File: config.mk
export PLATFORM = sky130hd
export DESIGN_NAME = dds_key_ctrl
export DESIGN_NICKNAME = d
export VERILOG_FILES = /design/src/rtl/dds_key_ctrl.sv
export SDC_FILE = /design/constraint.sdc
export NUM_CORES = 1
export LEC_CHECK = 0
export ABC_AREA = 0
export CORE_UTILIZATION = 55
export DETAILED_ROUTE_END_ITERATION = 10
export PLACE_DENSITY_LB_ADDON = 0.1
export RECOVER_POWER = 100
export SYNTH_ARGS = -nofsm -noshare
export SYNTH_HDL_FRONTEND = slang
export SYNTH_SLANG_ARGS = --single-unit
export TNS_END_PERCENT = 5
File: constraint.sdc
create_clock -name clk -period 5.5 [get_ports clk]
set_input_delay 1.1 -clock clk [delete_from_list [all_inputs] [get_ports clk]]
set_output_delay 1.1 -clock clk [all_outputs]
set_load 0.02 [all_outputs]
File: src/rtl/dds_key_ctrl.sv
// dds_key_ctrl: four independent key controllers (wave, freq, phase, amp)
// that step the DDS control registers once per press.
// Optional build macro: KEY_AUTOREPEAT_EN enables auto-repeat on long holds
// (LONG_CNT hold cycles before the first repeat, then one step every REP_CNT).
module dds_key_ctrl #(
    parameter logic [31:0] FW_STEP  = 32'd85899,
    parameter logic [31:0] FW_MAX   = 32'd858993459,
    parameter logic [11:0] PH_STEP  = 12'd256,
    parameter int unsigned LONG_CNT = 25_000_000,
    parameter int unsigned REP_CNT  = 5_000_000
) (
    input  logic        clk,
    input  logic        rst_n,
    input  logic        key_wave,
    input  logic        key_freq,
    input  logic        key_phase,
    input  logic        key_amp,
    output logic [1:0]  wave_sel,
    output logic [31:0] freq_word,
    output logic [11:0] phase_word,
    output logic [2:0]  amp_sel,
    output logic [3:0]  key_evt
);

    typedef enum logic [1:0] {
        IDLE,
        ARMED,
`ifdef KEY_AUTOREPEAT_EN
        HELD,
        REPEAT
`else
        HELD
`endif
    } key_state_t;

    // Bit order matches key_evt: {amp, phase, freq, wave}; keys are active-low.
    logic [3:0] key_lvl;
    assign key_lvl = {key_amp, key_phase, key_freq, key_wave};

    key_state_t state     [4];
    key_state_t state_nxt [4];
    logic [3:0] step;

`ifdef KEY_AUTOREPEAT_EN
    // Counts consecutive low samples in HELD, and cycles since the last step in REPEAT.
    logic [31:0] hold_cnt     [4];
    logic [31:0] hold_cnt_nxt [4];
`endif

    // A zero count would make the repeat comparisons unreachable; reject at elaboration.
    if (LONG_CNT == 0 || REP_CNT == 0) begin : g_bad_repeat_cnt
        $error("dds_key_ctrl: LONG_CNT and REP_CNT must be non-zero");
    end

    // Controller state registers (and hold counters when auto-repeat is built in).
    always_ff @(posedge clk or negedge rst_n) begin
        if (!rst_n) begin
            for (int unsigned i = 0; i < 4; i++) begin
                state[i] <= IDLE;
`ifdef KEY_AUTOREPEAT_EN
                hold_cnt[i] <= '0;
`endif
            end
        end else begin
            for (int unsigned i = 0; i < 4; i++) begin
                state[i] <= state_nxt[i];
`ifdef KEY_AUTOREPEAT_EN
                hold_cnt[i] <= hold_cnt_nxt[i];
`endif
            end
        end
    end

    // Next-state and step decode per key; a step fires on the edge that changes state.
    always_comb begin
        for (int unsigned i = 0; i < 4; i++) begin
            state_nxt[i] = state[i];
            step[i]      = 1'b0;
`ifdef KEY_AUTOREPEAT_EN
            hold_cnt_nxt[i] = hold_cnt[i];
`endif
            case (state[i])
                IDLE: begin
                    if (key_lvl[i]) state_nxt[i] = ARMED;
                end
                ARMED: begin
                    if (!key_lvl[i]) begin
                        state_nxt[i] = HELD;
                        step[i]      = 1'b1;
`ifdef KEY_AUTOREPEAT_EN
                        hold_cnt_nxt[i] = 32'd1;
`endif
                    end
                end
                HELD: begin
                    if (key_lvl[i]) begin
                        state_nxt[i] = ARMED;
`ifdef KEY_AUTOREPEAT_EN
                        hold_cnt_nxt[i] = '0;
                    end else if (hold_cnt[i] == LONG_CNT) begin
                        state_nxt[i]    = REPEAT;
                        step[i]         = 1'b1;
                        hold_cnt_nxt[i] = 32'd1;
                    end else begin
                        hold_cnt_nxt[i] = hold_cnt[i] + 32'd1;
`endif
                    end
                end
`ifdef KEY_AUTOREPEAT_EN
                REPEAT: begin
                    if (key_lvl[i]) begin
                        state_nxt[i]    = ARMED;
                        hold_cnt_nxt[i] = '0;
                    end else if (hold_cnt[i] == REP_CNT) begin
                        step[i]         = 1'b1;
                        hold_cnt_nxt[i] = 32'd1;
                    end else begin
                        hold_cnt_nxt[i] = hold_cnt[i] + 32'd1;
                    end
                end
`endif
                default: state_nxt[i] = IDLE;
            endcase
        end
    end

    // Frequency wrap decision uses a 33-bit sum so overflow cannot mask the limit.
    logic [32:0] freq_sum;
    logic        freq_wrap;
    assign freq_sum  = {1'b0, freq_word} + {1'b0, FW_STEP};
    assign freq_wrap = freq_sum > {1'b0, FW_MAX};

    // Control registers and event pulses, updated on the step edge.
    always_ff @(posedge clk or negedge rst_n) begin
        if (!rst_n) begin
            wave_sel   <= '0;
            freq_word  <= FW_STEP;
            phase_word <= '0;
            amp_sel    <= '0;
            key_evt    <= '0;
        end else begin
            key_evt <= step;
            if (step[0]) wave_sel   <= wave_sel + 2'd1;
            if (step[1]) freq_word  <= freq_wrap ? FW_STEP : freq_sum[31:0];
            if (step[2]) phase_word <= phase_word + PH_STEP;
            if (step[3]) amp_sel    <= amp_sel + 3'd1;
        end
    end

endmodule

# ---- Yosys cells after proc, flatten, opt, wreduce, memory -nomap -nowiden
# Index checks and enable logic that the tools add are counted.
dict set report totals {
  input_bits 6
  elab_cells 63
  out_inout_bits 53
  register_bits 61
}
dict set report op_classes {
  mux 21
  n_addsub 4
  n_eq_ne 16
  n_reduce_logical 12
  n_lt_le_gt_ge 1
}
# cell count
set op_table {}
lappend op_table {{32-bit by 17-bit adder with 33-bit output, second input constant} 1}
lappend op_table {{33-bit by 30-bit greater-than comparator with 1-bit output, second input constant} 1}
lappend op_table {{32-bit two-way mux} 1}
lappend op_table {{2-bit two-way mux} 8}
lappend op_table {{2-bit case mux with 2 select lines} 4}
lappend op_table {{12-bit by 9-bit adder with 12-bit output, second input constant} 1}
lappend op_table {{2-bit by 1-bit == test with 1-bit output, second input constant} 4}
lappend op_table {{2-bit == test, second input constant} 4}
lappend op_table {{2-bit zero test} 4}
lappend op_table {{1-bit two-way mux} 8}
lappend op_table {{2-bit by 1-bit != test with 1-bit output, second input constant} 4}
lappend op_table {{2-bit != test, second input constant} 4}
lappend op_table {{2-bit AND reduction} 4}
lappend op_table {{2-bit OR reduction} 4}
lappend op_table {{3-bit by 1-bit adder with 3-bit output, second input constant} 1}
lappend op_table {{2-bit by 1-bit adder with 2-bit output, second input constant} 1}

# ---- Depth between registers and ports, before layout
# Gate-level depths: netlist of the first run.
dict set report logic_depth {
  depth_word 4
  depth_mapped 15
  ltp_nobuf 12
}

# ---- Worst setup path before layout of the first run
# OpenSTA, ideal clock, no wires.
dict set report synth_timing {
  path_type {reg-to-reg}
  from {register freq_word[0]}
  to {register freq_word[2]}
  stages_incl_launch_ff 16
  setup_time_ns 0.137
  arrival_time_ns 3.364
  synth_period_minus_slack_ns 3.501
  setup_slack_ns 1.999
  required_ns 5.363
  path_buffers 3
  path_cell_list {dfstp_2 -> inv_1 -> ha_1 -> and2b_1 -> o21ai_2 -> a31oi_1 -> buf_4 -> o2111ai_2 -> xor2_1 -> or3_1 -> o32a_1 -> o31ai_4 -> buf_6 -> buf_6 -> a2bb2oi_2 -> o31ai_1}
}
dict set report synth_between {
  elab_chain_cells 3
}
# element line
set synth_rtl {}
lappend synth_rtl {{start, declared} 19} ;# output logic [31:0] freq_word,
lappend synth_rtl {{start signal, assigned} 144} ;# if (step[1]) freq_word <= freq_wrap ? FW_STEP : freq_sum[31:0];
lappend synth_rtl {{32-bit by 17-bit adder with 33-bit output *} 130} ;# assign freq_sum = {1'b0, freq_word} + {1'b0, FW_STEP};
lappend synth_rtl {{33-bit by 30-bit greater-than comparator with 1-bit output} 131} ;# assign freq_wrap = freq_sum > {1'b0, FW_MAX};
lappend synth_rtl {{32-bit two-way mux *} 144}
# Every way passes the cells marked *; elsewhere a longest branch is shown, timed or not.
# A chain may end at the register's enable or synchronous reset.

# ---- Worst setup path in the final report of the first run
dict set report layout_timing {
  from {register freq_word[0]}
  to {register freq_word[9]}
}
# Same word-level chain as after synthesis.

==> summary.md, run 1 <==
The area growth from synthesis to layout is 15.1%. At the worst endpoint, the required time is 5.73 ns. The final net count was 422. The largest net degree at the start of global routing is 54. The count of endpoints failing setup in the final report is 0, and the mean routed wirelength per cell is 16.5 um. Worst slew margin relative to its limit: -0.875. On the final layout, the worst clock skew is 0.00938 ns.

The count of final max-slew check failures was 54; the critical path's largest stage delay was 0.70 ns. After routing, the total negative slack on setup checks comes to 0 ns. The post-layout utilization of the core is 0.665. The count of cells along the worst register-to-register path is 13, and the number of hold buffers added after CTS is 0. In this run the core area contains 28 standard-cell rows.

The first global-routing pass estimated 13,100 um of wire. The share of flip-flops with an asynchronous set or reset after synthesis is 1.00, and the initial antenna violation count is 0. Setup repair after global routing left no endpoint under its margin. The run finished, with violations left. TritonCTS built the clock tree. The Yosys warning count is 0.

The share of cells above drive strength 1 is 0.0797. Yosys mapped a number of flops with a built-in enable equal to 0. The number of antenna diodes in the final layout is 0.

The H-tree was split into 2 levels. The maximum buffer depth of the clock tree was 2. The proportion of power drawn by combinational gates was 0.519; the shortest clock period the worst path allows after layout was 4.75 ns.

The post-synthesis sequential element count is 53, and the largest fanout on the critical path is 24. Area fraction in and, or, nand and nor cells after synthesis: 0.195. Type of the worst setup path: reg2reg.

In this run, the number of DRC markers left after iteration 0 of detailed routing was 182. Clock tree synthesis found a total of 53 sinks. Gates resized during post-CTS repair numbered 0. Total standard cell area after synthesis: 3460 um2.

Summed over all layers, the routed wires come to 8050 um. The signal on the critical path passes through inv_1 > ha_1 > and2b_1 > o21ai_2 > a31oi_1 > o2111ai_1 > xor2_1 > or3_1 > o32a_1 > o31ai_4 > clkbuf_2 > nor2_4 > a311oi_1. The die covers 6620 um2. The mux cell area share after synthesis was 0.0126; the leakage power was 1.60 nW.

The detail route stage leaves a number of antenna-violating nets equal to 0. The first detailed-routing pass took 6 iterations. The checks that failed: capacitance limit, slew limit. The floorplan step set the die height to 81.4 um.

Counting distinct cell types in the post-synthesis netlist gives 71. The boundary pin count came out at 59. The CTS clock-pin slew for the worst setup and hold paths was 0.10 ns. In this run the critical register-to-register path is launched from freq_word[0]. Sequential cell area fraction in the yosys report: 0.386. Derived from the worst setup path, the maximum achievable clock frequency is 211 MHz. The overall fraction of global-route tracks in use was 0.259; the clock insertion delay at the later pin of the skew report was 0.31 ns. The part of the total power dissipated in sequential elements was 0.356; the per-instance average area after synthesis was 9.12 um2.

The transition at the pin with the smallest max-transition slack is 2.81 ns, and the buffer count from post-CTS setup fixing is 0. The run gives 0.911 as the routability congestion estimate. The number of global-route vias before repair was 2,754; the area fraction in compound gates after synthesis was 0.265.

The cell sitting at the root of the clock tree is a sky130_fd_sc_hd__clkbuf_8. The power share of the clock group was 0.125; the arrival time at the worst endpoint was 4.98 ns. Internal power comes to 1.15 mW.

The ratio of routed vias to standard cells works out to 6.26. The post-route DRC violation count came out at 0. The slowest stage of the critical path belongs to the cell sky130_fd_sc_hd__a31oi_1. The overflow left after global routing was 0; the power density of the placed cells was 543 nW/um2. The worst-case IR drop observed on VDD is 304 uV.

The filler cells instantiated in the layout total 503. End of the worst register-to-register path: freq_word[9]. The min-delay analysis places its worst path in the category reg2reg. The final route contains 3,062 vias. For hold timing, the worst endpoint is amp_sel[2]. The tools report the number of violations of the max-capacitance limit as 1. Input and output buffers added on the ports amount to 50. The share of the synthesized netlist area taken by xor and xnor gates is 0.0581.

The cell depth of the worst hold path works out to 1. The tools report the number of instances in the synthesized netlist as 380. The adder and majority gate portion of the synthesized area was 0.0108; the half-perimeter wire length after placement was 5570 um.

For this design the total switching power over the nets is 1.01 mW. The core area is 5990 um2, and the width of the chip is 81.4 um. The final number of hold-violating endpoints came out at 0. The tools report the worst min-delay path startpoint as amp_sel[2].

The dominant combinational cell family by area after synthesis was compound AO/OA/AOI/OAI gates. Among all flip-flop cells after synthesis, the most frequent one is sky130_fd_sc_hd__dfrtp_1. STA classifies the critical path endpoint as a register.

The logs give 0.578 for the effective utilization at floorplan and 5 for the total clock buffers created by CTS. Setup slack on the worst reg-to-reg path comes out at 0.75 ns. The final cycle utilization of the critical path works out to 0.863. The switching power share of the total is 0.467. The worst setup path is launched from a register.
-- stage by stage --
stage               power, mW  hold WS, ns  area (um2)  setup WS, ns  instances
floorplan                1.56        0.465        3490          2.00        387
CTS                      2.22        0.479        4010          1.08        489
global placement         1.91        0.459        3900          1.18        481
global route             2.33        0.483        3990         0.414        489
detailed placement       1.94        0.465        3900          1.11        481
finish                   2.17        0.464        3990         0.752        489
-- power groups by stage --
stage / logic [mW] / clock network, mW / registers [mW]
2_1_floorplan: 0.761 / 0 / 0.802
3_3_place_gp: 1.14 / 0 / 0.774
3_5_place_dp: 1.16 / 0 / 0.783
4_1_cts: 1.17 / 0.277 / 0.776
5_1_grt: 1.23 / 0.295 / 0.805
6_report: 1.12 / 0.271 / 0.770
-- final cells by class --
cell class | count | area, um2 | area share
multi-input combinational | 290 | 1900 | 0.476
clock inverter | 2 | 38.8 | 0.00973
clock buffer | 6 | 72.6 | 0.0182
timing repair buffer | 53 | 508 | 0.127
inverter | 10 | 37.5 | 0.00942
tap | 75 | 93.8 | 0.0235
sequential | 53 | 1340 | 0.336
-- cell usage in the layout, fill, tap and decap left out, drive strengths merged, types with 3 or more instances in the layout --
cell / count
o2111ai: 5
conb: 8
dfrtp: 43
o31ai: 13
a2bb2oi: 7
nand4: 8
a21oi: 18
a21o: 7
a22o: 6
xnor2: 14
dlygate4sd3: 48
or4: 3
inv: 10
a211oi: 3
a21boi: 5
nand2: 37
and3: 6
mux2: 3
o22ai: 5
or3: 5
nor2: 27
nand3: 7
o21ai: 22
a22oi: 4
nor3b: 5
xor2: 9
nor4: 3
nand2b: 3
ha: 3
and2: 7
dfstp: 10
a31oi: 5
nor3: 9
clkbuf: 9
-- Yosys cell counts, types with 3 or more instances --
cell	count	share of area
sky130_fd_sc_hd__a31oi_1	5	0.0090
sky130_fd_sc_hd__o31ai_1	12	0.026
sky130_fd_sc_hd__nand3_1	7	0.010
sky130_fd_sc_hd__a22o_1	6	0.015
sky130_fd_sc_hd__dfstp_2	10	0.076
sky130_fd_sc_hd__clkbuf_1	10	0.011
sky130_fd_sc_hd__and2_1	7	0.013
sky130_fd_sc_hd__a21boi_0	5	0.011
sky130_fd_sc_hd__xnor2_1	14	0.035
sky130_fd_sc_hd__buf_2	8	0.012
sky130_fd_sc_hd__nand2b_1	3	0.0054
sky130_fd_sc_hd__inv_1	9	0.0098
sky130_fd_sc_hd__dfrtp_1	43	0.31
sky130_fd_sc_hd__nor3_1	8	0.012
sky130_fd_sc_hd__nand4_1	8	0.014
sky130_fd_sc_hd__a21oi_1	18	0.026
sky130_fd_sc_hd__o21ai_0	18	0.026
sky130_fd_sc_hd__and3_1	5	0.0090
sky130_fd_sc_hd__a21o_1	7	0.015
sky130_fd_sc_hd__nor2_1	25	0.027
sky130_fd_sc_hd__nor4_1	3	0.0054
sky130_fd_sc_hd__nand2_1	37	0.040
sky130_fd_sc_hd__buf_4	14	0.030
sky130_fd_sc_hd__or4_1	3	0.0065
sky130_fd_sc_hd__o2111ai_1	4	0.010
sky130_fd_sc_hd__a2bb2oi_1	6	0.015
sky130_fd_sc_hd__mux2_2	3	0.0098
sky130_fd_sc_hd__or3_1	5	0.0090
sky130_fd_sc_hd__o22ai_1	5	0.0090
sky130_fd_sc_hd__a22oi_1	4	0.0087
sky130_fd_sc_hd__xor2_1	9	0.023
sky130_fd_sc_hd__ha_1	3	0.011
sky130_fd_sc_hd__nor3b_1	5	0.011
-- flip-flops by register name, indices dropped and copies added, names as in the netlist --
name / cells
wave_sel: 2
state: 8
key_evt: 4
freq_word: 32
phase_word: 4
amp_sel: 3
-- critical path, delay by kind of cell (launching register included) --
| family | cells | cell delay, ns |
|---|---|---|
| AOI/OAI and AO/OA | 6 | 2.12 |
| xor gates and xnor gates | 1 | 0.21 |
| adders and majority gates | 1 | 0.27 |
| buffers and inverters | 2 | 0.62 |
| DFF | 1 | 0.64 |
| and+or+nand+nor | 3 | 0.79 |
-- how the worst max path moves through the flow --
stage | startpoint | end | slack [ns] | depth (start not counted)
floorplan | freq_word[0] | freq_word[2] | 2.00 | 15
global placement | freq_word[0] | freq_word[21] | 1.18 | 13
detailed placement | freq_word[0] | freq_word[23] | 1.11 | 13
CTS | freq_word[0] | freq_word[23] | 1.08 | 13
global route | freq_word[0] | freq_word[9] | 0.41 | 13
finish | freq_word[0] | freq_word[9] | 0.75 | 13
-- layer usage --
| metal | share of wire | global-route usage |
|---|---|---|
| met1 | 0.45 | 0.342 |
| met2 | 0.47 | 0.416 |
| met3 | 0.050 | 0.0404 |
| met4 | 0.029 | 0.118 |
| met5 | 0 | 0 |
-- cell families after synthesis --
family / Yosys count
and+or+nand+nor: 130
AOI/OAI and AO/OA: 122
DFF: 53
buffers and inverters: 44
xor gates and xnor gates: 23
muxes: 4
adders and majority gates: 3
other: 1
(Power assumes the default switching activity.)
==> run 2: changes to the inputs <==
Settings changed: CORE_UTILIZATION 55 to 48.
Clock period 5.5 ns to 4.2 ns, I/O delays scaled along.
==> run 2 against run 1 <==
Effect of this change:
- the run now ends clean
- sequential share of layout area fell by 0.90 points
- utilization shrank 6.9 points
- final cell count increased by 5.7%
- combinational power up 34%
- sequential power increased by 31%
- via count about the same
- power rose by 35%
- critical path depth stayed put
- routed wire length grew 2.6%
- clock skew rose by 0.0061 ns
- global-route usage is 2.6 points lower
- count of clock-buffer cells in the layout fell by 1
- critical path type unchanged
==> summary.md, run 2 (synthesis results as in run 1) <==
The logs give 2.92 mW (+35%) for the total power and 1.64 nW (+2.6%) for the leakage power. For the overall fraction of global-route tracks in use, the log shows 0.233 (-0.0264). STA classifies the critical path endpoint as a register. TritonCTS built the clock tree. The arrival time at the worst endpoint was 4.14 ns (-0.84 ns).

Setup repair after global routing left no endpoint under its margin. For the vias after detailed routing, the log shows 3,060 (-0.065%). The total clock buffers created by CTS was 5 (unchanged); the post-detailed-route count of antenna-violating nets was 0 (unchanged).

The tools report the maximum resistive drop on vdd as 335 uV (+10%). The run gives 29 (-46%) as the largest net degree at the start of global routing. Number of violations of the max-capacitance limit: 0 (-1). The ratio of routed vias to standard cells is 5.92 (-5.5%). The number of cells after detailed placement was 509 (+5.8%).

The tools report the capture point of the critical path as freq_word[3]. The growth of design area from synthesis to finish works out to 18.2%. The peak clock frequency supported by timing was 257 MHz (+22%). The startpoint of the worst register-to-register path was freq_word[0]. The largest fanout on the critical path was 10 (-58%).

The class of the tightest hold or removal check was reg2reg. The required time at the endpoint of the critical path is 4.45 ns (-1.28 ns), and the total wire length after detailed routing is 8260 um (+2.6%). The worst min-delay path startpoint is amp_sel[2].

The number of placement rows came out at 30 (+7.1%). The run gives 59 (unchanged) as the boundary pin count. The register-to-register setup slack was 0.31 ns (-0.44 ns); the area enclosed by the die boundary was 7560 um2 (+14%). The run gives 0.0154 ns (+0.00606 ns) as the final setup skew. The routing layer with the top usage in global route is met2. The number of iterations in the first detailed-routing pass is 5 (-1). The register containing the most flip-flops in the final layout was freq_word. The share of cells above drive strength 1 was 0.0998 (+0.0201); the count of cells along the worst register-to-register path was 13 (unchanged). The mean routed wirelength per cell works out to 16.0 um (-2.9%). In this run the clock root is driven by a sky130_fd_sc_hd__clkbuf_8.

The overflow left after global routing came out at 0 (unchanged). The count of port buffers added during placement works out to 50 (unchanged). Number of flip-flops under the largest register name: 32 (unchanged).

The run gives 176 (-3.3%) as the starting DRC count in detailed routing. The kind of start point of the critical path was a register. The final net count is 429 (+1.7%). The most common cell after layout, fill and taps aside is sky130_fd_sc_hd__dlygate4sd3_1. The logs give 0.504 (-0.0739) for the effective utilization at floorplan and 0 ns (unchanged) for the setup TNS after final layout. The logs give 0.0233 (+0.899) for the worst slew margin relative to its limit and 6870 um2 (+15%) for the core area. The power density of the placed cells was 712 nW/um2 (+31%); the shortest clock period the worst path allows after layout was 3.89 ns (-0.855 ns). The initial antenna violation count was 0 (unchanged). Half-perimeter wire length after placement: 5840 um (+4.8%). End of the worst register-to-register path: freq_word[3]. The CTS clock-pin slew for the worst setup and hold paths was 0.10 ns (about the same); the global routing met2 resource utilization was 0.387 (-0.0286).

In this run the worst setup path begins at freq_word[0]. The met1 routing resource usage after global routing was 0.308 (-0.0344). For the count of fill cells added during filler insertion, the log shows 622 (+24%). Count of inserted antenna diode cells: 0 (unchanged). Critical path's largest stage delay: 0.60 ns (-0.10 ns).

The width of the chip came out at 87.0 um (+6.9%). The post-route DRC violation count is 0 (unchanged). The flow ran to the end, and the final reports show no timing, DRC or antenna violations.

The run gives 2 (unchanged) as the number of levels in the clock H-tree. The library cells used most frequently in the layout, excluding fill and tap cells, are 47 x sky130_fd_sc_hd__dlygate4sd3_1, 43 x sky130_fd_sc_hd__dfrtp_1, 37 x sky130_fd_sc_hd__nand2_1. The logs give 0 (unchanged) for the number of hold buffers added after CTS and 0.32 ns (about the same) for the clock insertion delay at the later pin of the skew report. The tools report the met3 layer usage reported by global route as 0.0379 (-0.00253). The transition at the pin with the smallest max-transition slack came out at 1.47 ns (-1.35 ns). The final cycle utilization of the critical path works out to 0.927 (+0.0636). The count of final max-slew check failures was 0 (-100%).

Traced cell by cell, the critical path runs through inv_1 > ha_1 > and2b_1 > o21ai_2 > a31oi_2 > o2111ai_1 > xor2_1 > or3_1 > o32a_1 > o31ai_4 > or2_0 > clkbuf_1 > a2bb2oi_1. The critical path is of the reg2reg type. The largest registers in the layout are freq_word (32), state (8). The logs give 0.853 (-6.3%) for the routability congestion estimate and 517 (+5.7%) for the final cell count without fillers. The buffer count from post-CTS setup fixing was 0 (unchanged); the post-layout utilization of the core was 0.596 (-0.0691).

Count of endpoints failing setup in the final report: 0 (unchanged). The maximum buffer depth of the clock tree is 2 (unchanged). The first-pass GRT wire length was 13,700 um (+4.6%). The clock net sink count was 53 (unchanged). The number of global-route vias before repair is 2,838 (+3.1%), and the y dimension of the die is 87.0 um (+6.9%).

The final number of hold-violating endpoints came out at 0 (unchanged). Among all stages on the critical path, the largest delay is contributed by sky130_fd_sc_hd__dfstp_2.
==> run 2: where the power goes <==
part	leakage (nW)	total, mW	switching, mW	internal, mW
registers	0.614	1.01	0.313	0.697
clock network	0.0681	0.412	0.175	0.237
logic	0.959	1.50	0.840	0.656
==> run 2: how the worst min path moves through the flow <==
stage | to | cells past startpoint
after global routing | wave_sel[1] | 1
after detailed placement | phase_word[11] | 1
final | amp_sel[2] | 1
after global placement | amp_sel[2] | 1
after CTS | amp_sel[2] | 1
after floorplan | state[2] | 1
==> run 2: area by class of cell <==
| cell class | count | area, um2 | share of cell area |
|---|---|---|---|
| repair buffers | 60 | 556 | 0.136 |
| clock buffers | 5 | 68.8 | 0.0168 |
| multi-input cells | 290 | 1910 | 0.466 |
| well taps | 96 | 120 | 0.0293 |
| inverters | 10 | 37.5 | 0.00916 |
| clock inverters | 3 | 65.1 | 0.0159 |
| flip-flops and latches | 53 | 1340 | 0.327 |
==> run 2: metrics by stage <==
| step | hold slack (ns) | instance area [um2] | worst slack [ns] |
|---|---|---|---|
| final | 0.466 | 4100 | 0.307 |
| after global routing | 0.499 | 4100 | 0.0904 |
| after CTS | 0.479 | 4110 | 0.296 |
| after detailed placement | 0.465 | 3980 | 0.337 |
| after global placement | 0.459 | 3980 | 0.426 |
| after floorplan | 0.465 | 3490 | 0.699 |
==> run 2: routing by layer <==
metal / routed length (um) / vias up
li1: - / 1465
met1: 3760 / 1489
met2: 3940 / 93
met3: 409 / 13
met4: 143 / 0
met5: 0 / -
==> run 2: worst max-delay path, delay by kind of cell, from the launching register on <==
kind	cells	cell delay (ns)
buffers and inverters	2	0.27
XOR/XNOR	1	0.19
flip-flops	1	0.60
AND/OR/NAND/NOR	3	0.98
AO/OA/AOI/OAI	6	1.57
adder cells (fa/ha/maj)	1	0.20
==> run 2: what timing repair did <==
item | 4_1_cts | 5_1_grt
resized for setup | 0 | 1
setup endpoints to repair | 0 | 1
endpoints found under the hold margin | 0 | 0
